`src/rtl/logic_pkg.sv`:
```
// Shared helpers for the Gray-pointer FIFO: pointer code conversion and the
// read-side output buffer state type.
package logic_pkg;

    // Conversions work on any pointer up to this width; callers zero-extend in
    // and truncate the result back to their own pointer width.
    localparam int GRAY_MAX_W = 32;

    typedef enum logic [1:0] {
        BUF_EMPTY = 2'd0,
        BUF_ONE   = 2'd1,
        BUF_TWO   = 2'd2
    } buffer_state_t;

    function automatic logic [GRAY_MAX_W-1:0] bin2gray(input logic [GRAY_MAX_W-1:0] b);
        return b ^ (b >> 1);
    endfunction

    function automatic logic [GRAY_MAX_W-1:0] gray2bin(input logic [GRAY_MAX_W-1:0] g);
        logic [GRAY_MAX_W-1:0] b;
        b[GRAY_MAX_W-1] = g[GRAY_MAX_W-1];
        for (int i = GRAY_MAX_W - 2; i >= 0; i--) begin
            b[i] = b[i+1] ^ g[i];
        end
        return b;
    endfunction

    function automatic logic [1:0] buffer_occupancy(input buffer_state_t s);
        case (s)
            BUF_ONE: return 2'd1;
            BUF_TWO: return 2'd2;
            default: return 2'd0;
        endcase
    endfunction

endpackage

```
`src/rtl/logic_fifo_gray_read_controller_buffer.sv`:
```
// Two-entry skid buffer between the 1-cycle-latency FIFO memory and the tx stream.
// Optional checks: LOGIC_FIFO_GRAY_READ_CONTROLLER_ASSERTIONS_EN.
module logic_fifo_gray_read_controller_buffer
    import logic_pkg::*;
#(
    parameter int DATA_WIDTH = 1
) (
    input  logic                  aclk,
    input  logic                  reset,
    input  logic                  issue,
    input  logic [DATA_WIDTH-1:0] read_data,
    output logic                  tx_tvalid,
    input  logic                  tx_tready,
    output logic [DATA_WIDTH-1:0] tx_tdata,
    output buffer_state_t         state,
    output logic                  inflight
);

    // tx handshake: a beat transfers on a rising edge where tx_tvalid && tx_tready.
    // tx_tvalid is a pure function of registered state, so it never looks at tx_tready.
    logic [DATA_WIDTH-1:0] head_q;
    logic [DATA_WIDTH-1:0] skid_q;
    buffer_state_t         state_q;
    logic                  inflight_q;
    logic                  pop;

    assign tx_tvalid = (state_q != BUF_EMPTY);
    assign tx_tdata  = head_q;
    assign pop       = tx_tvalid && tx_tready;
    assign state     = state_q;
    assign inflight  = inflight_q;

    always_ff @(posedge aclk) begin
        if (reset) begin
            state_q    <= BUF_EMPTY;
            inflight_q <= 1'b0;
            head_q     <= '0;
            skid_q     <= '0;
        end else begin
            inflight_q <= issue;
            case (state_q)
                BUF_EMPTY: begin
                    if (inflight_q) begin
                        head_q  <= read_data;
                        state_q <= BUF_ONE;
                    end
                end
                BUF_ONE: begin
                    // Returning data takes the head only if the head leaves this cycle.
                    if (inflight_q && pop) begin
                        head_q <= read_data;
                    end else if (inflight_q) begin
                        skid_q  <= read_data;
                        state_q <= BUF_TWO;
                    end else if (pop) begin
                        state_q <= BUF_EMPTY;
                    end
                end
                BUF_TWO: begin
                    if (pop) begin
                        head_q <= skid_q;
                        if (inflight_q) begin
                            skid_q <= read_data;
                        end else begin
                            state_q <= BUF_ONE;
                        end
                    end
                end
                default: state_q <= BUF_EMPTY;
            endcase
        end
    end

`ifdef LOGIC_FIFO_GRAY_READ_CONTROLLER_ASSERTIONS_EN
    property p_tx_stable;
        @(posedge aclk) disable iff (reset)
        (tx_tvalid && !tx_tready) |=> (tx_tvalid && $stable(tx_tdata));
    endproperty
    a_tx_stable: assert property (p_tx_stable)
        else $error("tx_tdata/tx_tvalid changed under back-pressure");

    property p_no_overflow;
        @(posedge aclk) disable iff (reset)
        ({1'b0, buffer_occupancy(state_q)} + {2'b00, inflight_q}) <= 3'd2;
    endproperty
    a_no_overflow: assert property (p_no_overflow)
        else $error("skid buffer overflow");
`endif

endmodule

```
`src/rtl/logic_fifo_gray_read_controller.sv`:
```
// Read-side controller of a dual-clock Gray-pointer FIFO: pointers, level, read issue.
// Optional checks: LOGIC_FIFO_GRAY_READ_CONTROLLER_ASSERTIONS_EN.
module logic_fifo_gray_read_controller
    import logic_pkg::*;
#(
    parameter int DATA_WIDTH    = 1,
    parameter int ADDRESS_WIDTH = 8
) (
    input  logic                     aclk,
    input  logic                     reset,
    input  logic [ADDRESS_WIDTH:0]   write_pointer_synced,
    output logic                     read_enable,
    output logic [ADDRESS_WIDTH-1:0] read_address,
    input  logic [DATA_WIDTH-1:0]    read_data,
    output logic [ADDRESS_WIDTH:0]   read_pointer,
    output logic [ADDRESS_WIDTH:0]   level,
    output logic                     tx_tvalid,
    input  logic                     tx_tready,
    output logic [DATA_WIDTH-1:0]    tx_tdata
);

    localparam int PTR_W = ADDRESS_WIDTH + 1;

    logic [PTR_W-1:0] wp_gray_q;
    logic [PTR_W-1:0] wp_bin;
    logic [PTR_W-1:0] rp_bin;
    logic [PTR_W-1:0] rp_bin_next;
    logic [PTR_W-1:0] level_q;
    buffer_state_t    buf_state;
    logic             buf_inflight;
    logic             pop;
    logic             buf_has_room;

    assign wp_bin       = PTR_W'(gray2bin(GRAY_MAX_W'(wp_gray_q)));
    assign rp_bin_next  = rp_bin + PTR_W'(read_enable);
    assign read_address = rp_bin[ADDRESS_WIDTH-1:0];
    assign level        = level_q;

    // occupancy + inflight - pop < 2, rearranged so nothing goes negative.
    assign pop          = tx_tvalid && tx_tready;
    assign buf_has_room = ({1'b0, buffer_occupancy(buf_state)} + {2'b00, buf_inflight})
                          < (3'd2 + {2'b00, pop});
    assign read_enable  = !reset && (level_q != '0) && buf_has_room;

    // Level is taken against the post-issue read pointer so an issue this cycle is
    // already reflected; modular subtraction handles wrap with no special case.
    always_ff @(posedge aclk) begin
        if (reset) begin
            wp_gray_q    <= '0;
            rp_bin       <= '0;
            read_pointer <= '0;
            level_q      <= '0;
        end else begin
            wp_gray_q    <= write_pointer_synced;
            rp_bin       <= rp_bin_next;
            read_pointer <= PTR_W'(bin2gray(GRAY_MAX_W'(rp_bin_next)));
            level_q      <= wp_bin - rp_bin_next;
        end
    end

    logic_fifo_gray_read_controller_buffer #(
        .DATA_WIDTH(DATA_WIDTH)
    ) u_buffer (
        .aclk      (aclk),
        .reset     (reset),
        .issue     (read_enable),
        .read_data (read_data),
        .tx_tvalid (tx_tvalid),
        .tx_tready (tx_tready),
        .tx_tdata  (tx_tdata),
        .state     (buf_state),
        .inflight  (buf_inflight)
    );

`ifdef LOGIC_FIFO_GRAY_READ_CONTROLLER_ASSERTIONS_EN
    property p_wp_one_bit;
        @(posedge aclk) disable iff (reset)
        $countones(write_pointer_synced ^ $past(write_pointer_synced)) <= 1;
    endproperty
    a_wp_one_bit: assert property (p_wp_one_bit)
        else $error("write_pointer_synced changed by more than one bit");

    property p_level_max;
        @(posedge aclk) disable iff (reset)
        level_q <= (PTR_W'(1) << ADDRESS_WIDTH);
    endproperty
    a_level_max: assert property (p_level_max)
        else $error("level exceeds FIFO capacity");
`endif

endmodule

```
`config.mk`:
```
export PLATFORM = sky130hd
export DESIGN_NAME = logic_fifo_gray_read_controller
export DESIGN_NICKNAME = d
export VERILOG_FILES = /design/src/rtl/logic_pkg.sv /design/src/rtl/logic_fifo_gray_read_controller_buffer.sv /design/src/rtl/logic_fifo_gray_read_controller.sv
export SDC_FILE = /design/constraint.sdc
export NUM_CORES = 1
export LEC_CHECK = 0
export ABC_AREA = 1
export CORE_UTILIZATION = 35
export DETAILED_ROUTE_END_ITERATION = 6
export GPL_ROUTABILITY_DRIVEN = 0
export SLEW_MARGIN = 40
export SYNTH_ARGS = -nofsm -noshare
export SYNTH_HDL_FRONTEND = slang
export SYNTH_HIERARCHICAL = 1
export SYNTH_SLANG_ARGS = --single-unit
```
`constraint.sdc`:
```
create_clock -name aclk -period 5.88 [get_ports aclk]
set_input_delay 1.176 -clock aclk [delete_from_list [all_inputs] [get_ports aclk]]
set_output_delay 1.176 -clock aclk [all_outputs]
set_load 0.05 [all_outputs]
```
==> metrics.txt <==
global-route wire length before repair=7110 um; ANT nets after route=0; CP max FO=5; status=completed; Setup WS post-layout=1280 ps; critical path endpoint category=output port; CP Class=primary input to output port; VDD IR max=0.143 mV; Req. time, crit path=4700 ps; setup_tns=0 ps; Power Density=283 mW/mm2; Synth area leaders=dfxtp_1, inv_1, nor2_1, nand2_1, ha_1; initial antenna violation count=0; register bit total from synthesis=40; area leader, netlist=dfxtp_1; Post-CTS Setup Repair Bufs=0; DRT Wirelength=4100 um; max-cap viol count=0; std cell rows=28; Place WS=1090 ps; Leakage Power=1.27 nW; synthesized instance count=290; share of layout cells above drive strength 1=10.4%; HPWL Detailed=3330 um; port bufs=41; crit-path leading delay family=buffers and inverters; hold slack=482 ps; period utilization=78.2%; Vias=1844; Longest Clk Path Bufs=2; WL per Instance=9.98 um; Clock Latency Late Sink=290 ps; Clock Sinks=40; top cell type's share of synthesized area=37.4%; GRT Total Usage=14.4%; relative slew slack=56.7%; clock root buffer=clkbuf_8; Setup crit start kind=primary input; grt total ovfl=0; Syn Nets=315; syn_area_per_cell=7.38 um2; Reg power frac=41.0%; vias in the first global route=1662; DP Area=0.00263 mm2; Sw Pwr=291 uW; r2r setup slk=1870 ps; total power=769 uW; CTS tree=yes; final setup violation count=0; nets=361; final instance area=0.00271 mm2; Layout area overhead=26.7%; DRT iter0 DRCs=55; Remaining DRCs=0; Buffers & Inverters on Critical Path=2; Top Ports=42; min-delay worst type=flip-flop to flip-flop; Pins Over Slew Limit=0; Worst Tran Pin Value=648 ps; critical path's slowest cell=clkdlybuf4s50_1; skew final=2.78 ps; drt pass-1 iters=4; vias per cell=4.49; internal cell power=477 uW; diode count=0; Seq/Total Area, Yosys=37.4%; Crit path top cell by count=clkdlybuf4s50_1; CP arrival=3420 ps; post-CTS sizing=0; synthesized area=0.00214 mm2; Synth warnings=6; Crit path largest cell delay=930 ps; crit-path cells=clkdlybuf4s50_1 -> nand3_1 -> a2111oi_1 -> clkdlybuf4s50_1; RSZ-0062 raised after global routing=no; Fmax=0.217 GHz; post-layout minimum cycle time=4600 ps; Final Hold Viols=0; largest net degree at the start of global routing=26; Reg clk slew, reported paths=70 ps; Initial Util=36.1%; Unique masters post-synth=32; core area=0.00592 mm2; die area=0.00643 mm2; Comb pwr share=36.8%; Die Span Y=80.2 um; # hold bufs at CTS=0; H-Tree Depth=2; die width=80.2 um; clock power share=22.2%; switching share of total power=37.9%; CTS buffer count=5
sequential cells by signal, indices dropped and copies added (netlist names):
signal             cells
u_buffer/skid_q        1
wp_gray_q              9
u_buffer/inflight      1
u_buffer/tx_tdata      1
read_pointer           9
u_buffer/state         2
rp_bin                 8
level                  9
synth_stat cells:
cell       count
and2_0         1
o21ai_0        6
buf_1          1
nor2_1        45
a2111oi_0      1
inv_2          3
o21ai_2        1
o211ai_1       1
nand3b_1       1
a21oi_1       20
o21ai_1        4
clkbuf_1       1
xnor2_1        2
nand4_1        1
fa_1           1
nand3_4        2
ha_1          11
dfxtp_1       40
a211oi_1       1
nor2_4         1
nor3_2         1
o22ai_1        1
inv_1         51
nor3_1         2
nand2_2        6
nand2_4        5
nor2_2         2
nand2_1       38
nand3_1       27
xor2_1         5
buf_6          1
nand3_2        7
area by class of cell:
cell class                      instances  area (um2)
Tap cell                               75        93.8
Fill cell                             622        3210
Inverter                               54         203
Clock buffer                            6        72.6
Timing Repair Buffer                   42         418
Sequential cell                        40         801
Multi-Input combinational cell        193        1120
Clock inverter                          1        5.00
per-stage QoR:
| stage | util (%) | std cells |
|---|---|---|
| floorplan | - | 290 |
| detailed placement | 44.5 | 404 |
| global route | 45.8 | 411 |
| global placement | 44.5 | 404 |
| finish | 45.8 | 411 |
| CTS | 45.8 | 411 |
power by group through the flow:
stage / sequential [mW] / clock, mW / combinational [mW]
final: 0.315 / 0.171 / 0.283
after global routing: 0.319 / 0.190 / 0.312
after CTS: 0.316 / 0.180 / 0.285
after detailed placement: 0.322 / 0 / 0.284
after global placement: 0.322 / 0 / 0.281
after floorplan: 0.389 / 0 / 0.134
final timing paths:
path                startpoint                 to  depth (start not counted)
min          u_buffer/tx_tdata  u_buffer/tx_tdata                          2
max                  tx_tready        read_enable                          4
max reg2reg  u_buffer/state[0]           level[8]                         21
min reg2reg  u_buffer/tx_tdata  u_buffer/tx_tdata                          2
layout by cell type (no fill, tap or decap):
cell type	netlist	final
nor2_1	45	45
ha_1	11	11
xnor2_1	2	2
buf_4	0	1
clkinv_2	0	1
nor3_2	1	1
nand2_4	5	5
nand4_1	1	1
nor2_2	2	2
nand3_2	7	7
nand2_2	6	6
o22ai_1	1	1
xor2_1	5	5
a211oi_1	1	1
clkbuf_1	1	1
clkbuf_8	0	5
and2_0	1	1
o211ai_1	1	1
dfxtp_1	40	40
nand2_1	38	38
nand3b_1	1	1
fa_1	1	1
inv_1	51	51
o21ai_1	4	4
clkdlybuf4s50_1	0	41
o21ai_2	1	1
nand3_4	2	2
nand3_1	27	27
a21oi_1	20	20
a2111oi_1	0	1
o21ai_0	6	6
nor2_4	1	1
nor3_1	2	2
inv_2	3	3
cells by family (layout without fill, tap and decap cells):
group	after synthesis	after routing	synth area share [%]
xor gates and xnor gates	7	7	2.87
DFF	40	40	37.4
adders and majority gates	12	12	7.37
and+or+nand+nor	139	139	33.2
AOI/OAI and AO/OA	35	35	8.83
buffers and inverters	57	103	10.4
metal layers:
layer  part of all wire, %  wire, um  track usage [%]
met2                    46      1880             24.5
met4                   1.8        73             5.89
met1                    48      1980             17.5
met5                     0         0                0
met3                   4.0       166             3.07
worst register-to-register path: stages, from the launching register on:
cell and delay [ps]:
dfxtp_1 520, inv_1 70, nor2_1 110, ha_1 240, inv_1 50, nand3_1 60
a2111oi_1 650, ha_1 300, ha_1 190, nand2_1 90, nor2_4 110, xor2_1 350
inv_1 150, ha_1 240, a21oi_1 230, inv_1 60, nand2_1 70, nand2_1 50
a21oi_1 160, nand3_1 90, nand2_1 70, nor2_1 40
Note: power is estimated with default switching activity, not from simulation.
==> patch, RTL diff (same settings) <==
Put one more register stage on the output `level`, without a reset. The value now appears one clock later. The other outputs are not delayed to match.
--- a/src/rtl/logic_fifo_gray_read_controller.sv
+++ b/src/rtl/logic_fifo_gray_read_controller.sv
@@ -34,7 +34,9 @@
     assign wp_bin       = PTR_W'(gray2bin(GRAY_MAX_W'(wp_gray_q)));
     assign rp_bin_next  = rp_bin + PTR_W'(read_enable);
     assign read_address = rp_bin[ADDRESS_WIDTH-1:0];
-    assign level        = level_q;
+    always_ff @(posedge aclk) begin
+        level <= level_q;
+    end
 
     // occupancy + inflight - pop < 2, rearranged so nothing goes negative.
     assign pop          = tx_tvalid && tx_tready;
Formal check against the unedited RTL: not equivalent (a bounded check fails within 4 cycles, from zero or initial values and one cycle with reset high).
==> patch against the original RTL <==
Wire length up 5.6%. Sequential power rose by 24%. Synthesized area rose by 14%. Power rose by 20%. Critical endpoint unchanged. Highest routed layer unchanged. Setup slack better by 14 ps. Design area is 13% higher. Count of clock-buffer cells in the layout is 1 higher. The run now ends with design-rule violations left. Sequential cell count up 9.
==> patch: results (changes against the original RTL) <==
YS warnings - 6 (unchanged)
global-route wire length before repair - 7660 µm (was 7110 µm)
top post-synthesis cells by area - dfxtp_1 40%, inv_1 6.8%, nor2_1 6.8%, ha_1 5.6%, nand2_1 4.8% (was dfxtp_1 37%, inv_1 8.9%, nor2_1 7.9%, nand2_1 6.7%, ha_1 6.4%)
run status - finished with violations (was finished clean)
Netlist cell types - 32 (unchanged)
Worst-path clk slew - 80 ps
Critical Path Sink - read_enable (unchanged)
count of non-CTS inverters in the layout - 52 (was 54)
register area share after synthesis - 0.402 (was 0.374)
internal power - 610 µW (was 477 µW)
static leakage - 1.37 nW (was 1.27 nW)
filler instances - 678 (was 622)
Hold Path Stages - 0 (was 2)
Tot GR Track Use - 0.130 (was 0.144)
nets - 368 (was 361)
DP HPWL - 3420 µm (was 3330 µm)
reg2reg end - level_q[8]$_SDFF_PP0_ (was level[8]$_SDFF_PP0_)
min-delay src - level_q[1]$_SDFF_PP0_ (was u_buffer/tx_tdata$_SDFFE_PP0P_)
NonClk Buf Share - 0.137 (was 0.154)
pre-CTS setup slack - 1140 ps (was 1090 ps)
largest net degree at the start of global routing - 26 (unchanged)
combinational power - 289 µW (was 283 µW)
r2r setup slk - 1990 ps (was 1870 ps)
DRT iter0 DRCs - 33 (was 55)
cts bufs inserted - 5 (unchanged)
Max IR drop VDD - 0.100 mV (was 0.143 mV)
slew margin rel. - 0.580 (was 0.567)
vias in the first global route - 1750 (was 1662)
Synth top cells by count - 49 x dfxtp_1, 44 x inv_1, 44 x nor2_1 (was 51 x inv_1, 45 x nor2_1, 40 x dfxtp_1)
sequential cell area share - 0.321 (was 0.295)
seq pwr - 391 µW (was 315 µW)
share of the synthesized area in the top cell type - 0.402 (was 0.374)
Psw - 315 µW (was 291 µW)
drt total wl - 4330 µm (was 4100 µm)
# clock sinks - 49 (was 40)
Post-Syn Nets - 322 (was 315)
Min Clock Period, post-route - 4590 ps (was 4600 ps)
# DRC - 1 (was 0)
failing checks - design-rule violations
DRT Pass-1 Iters - 6 (was 4)
WHS Endpoint - level[1]$_DFF_P_ (was u_buffer/tx_tdata$_SDFFE_PP0P_)
clock buffers - 7 (was 6)
vias per cell - 4.47 (was 4.49)
clk_skew - 6.30 ps (was 2.78 ps)
worst hold slack - 358 ps (was 482 ps)
post-cts resize count - 0 (unchanged)
clock tree cell share of total cell area - 0.0381 (was 0.0286)
multi-input combinational area share - 0.407 (was 0.413)
layout cell share with drive strength beyond 1 - 0.174 (was 0.104)
patch: cell types whose count changed in the layout (fill, tap and decap cells not counted), sizes merged:
cell	unedited run	this run
clkbuf	6	7
dfxtp	40	49
bufinv	0	1
inv	54	52
nor2	48	51
clkinv	1	0
and2	1	0
nand3	36	34
patch: logic make-up after synthesis:
logic type,count (synthesis),share of synthesized area
flops,49,0.402
simple gates,139,0.338
compound gates,35,0.0790
fa+ha+maj,12,0.0646
buf+inv,55,0.0877
xor+xnor,7,0.0282
patch: routing by layer:
metal / up-vias / GRT usage / wire length, µm / part of all wire
met2: 42 / 0.212 / 1990 / 0.46
met3: 6 / 0.0292 / 201 / 0.046
li1: 1034 / - / - / -
met1: 813 / 0.173 / 2090 / 0.48
met4: 0 / 0.0364 / 50 / 0.012
met5: - / 0 / 0 / 0
patch: metrics by stage:
step / instances / instance area, µm²
global placement: 416 / 2940
floorplan: 297 / 2440
detailed placement: 416 / 2940
CTS: 424 / 3060
finish: 424 / 3060
global route: 424 / 3060
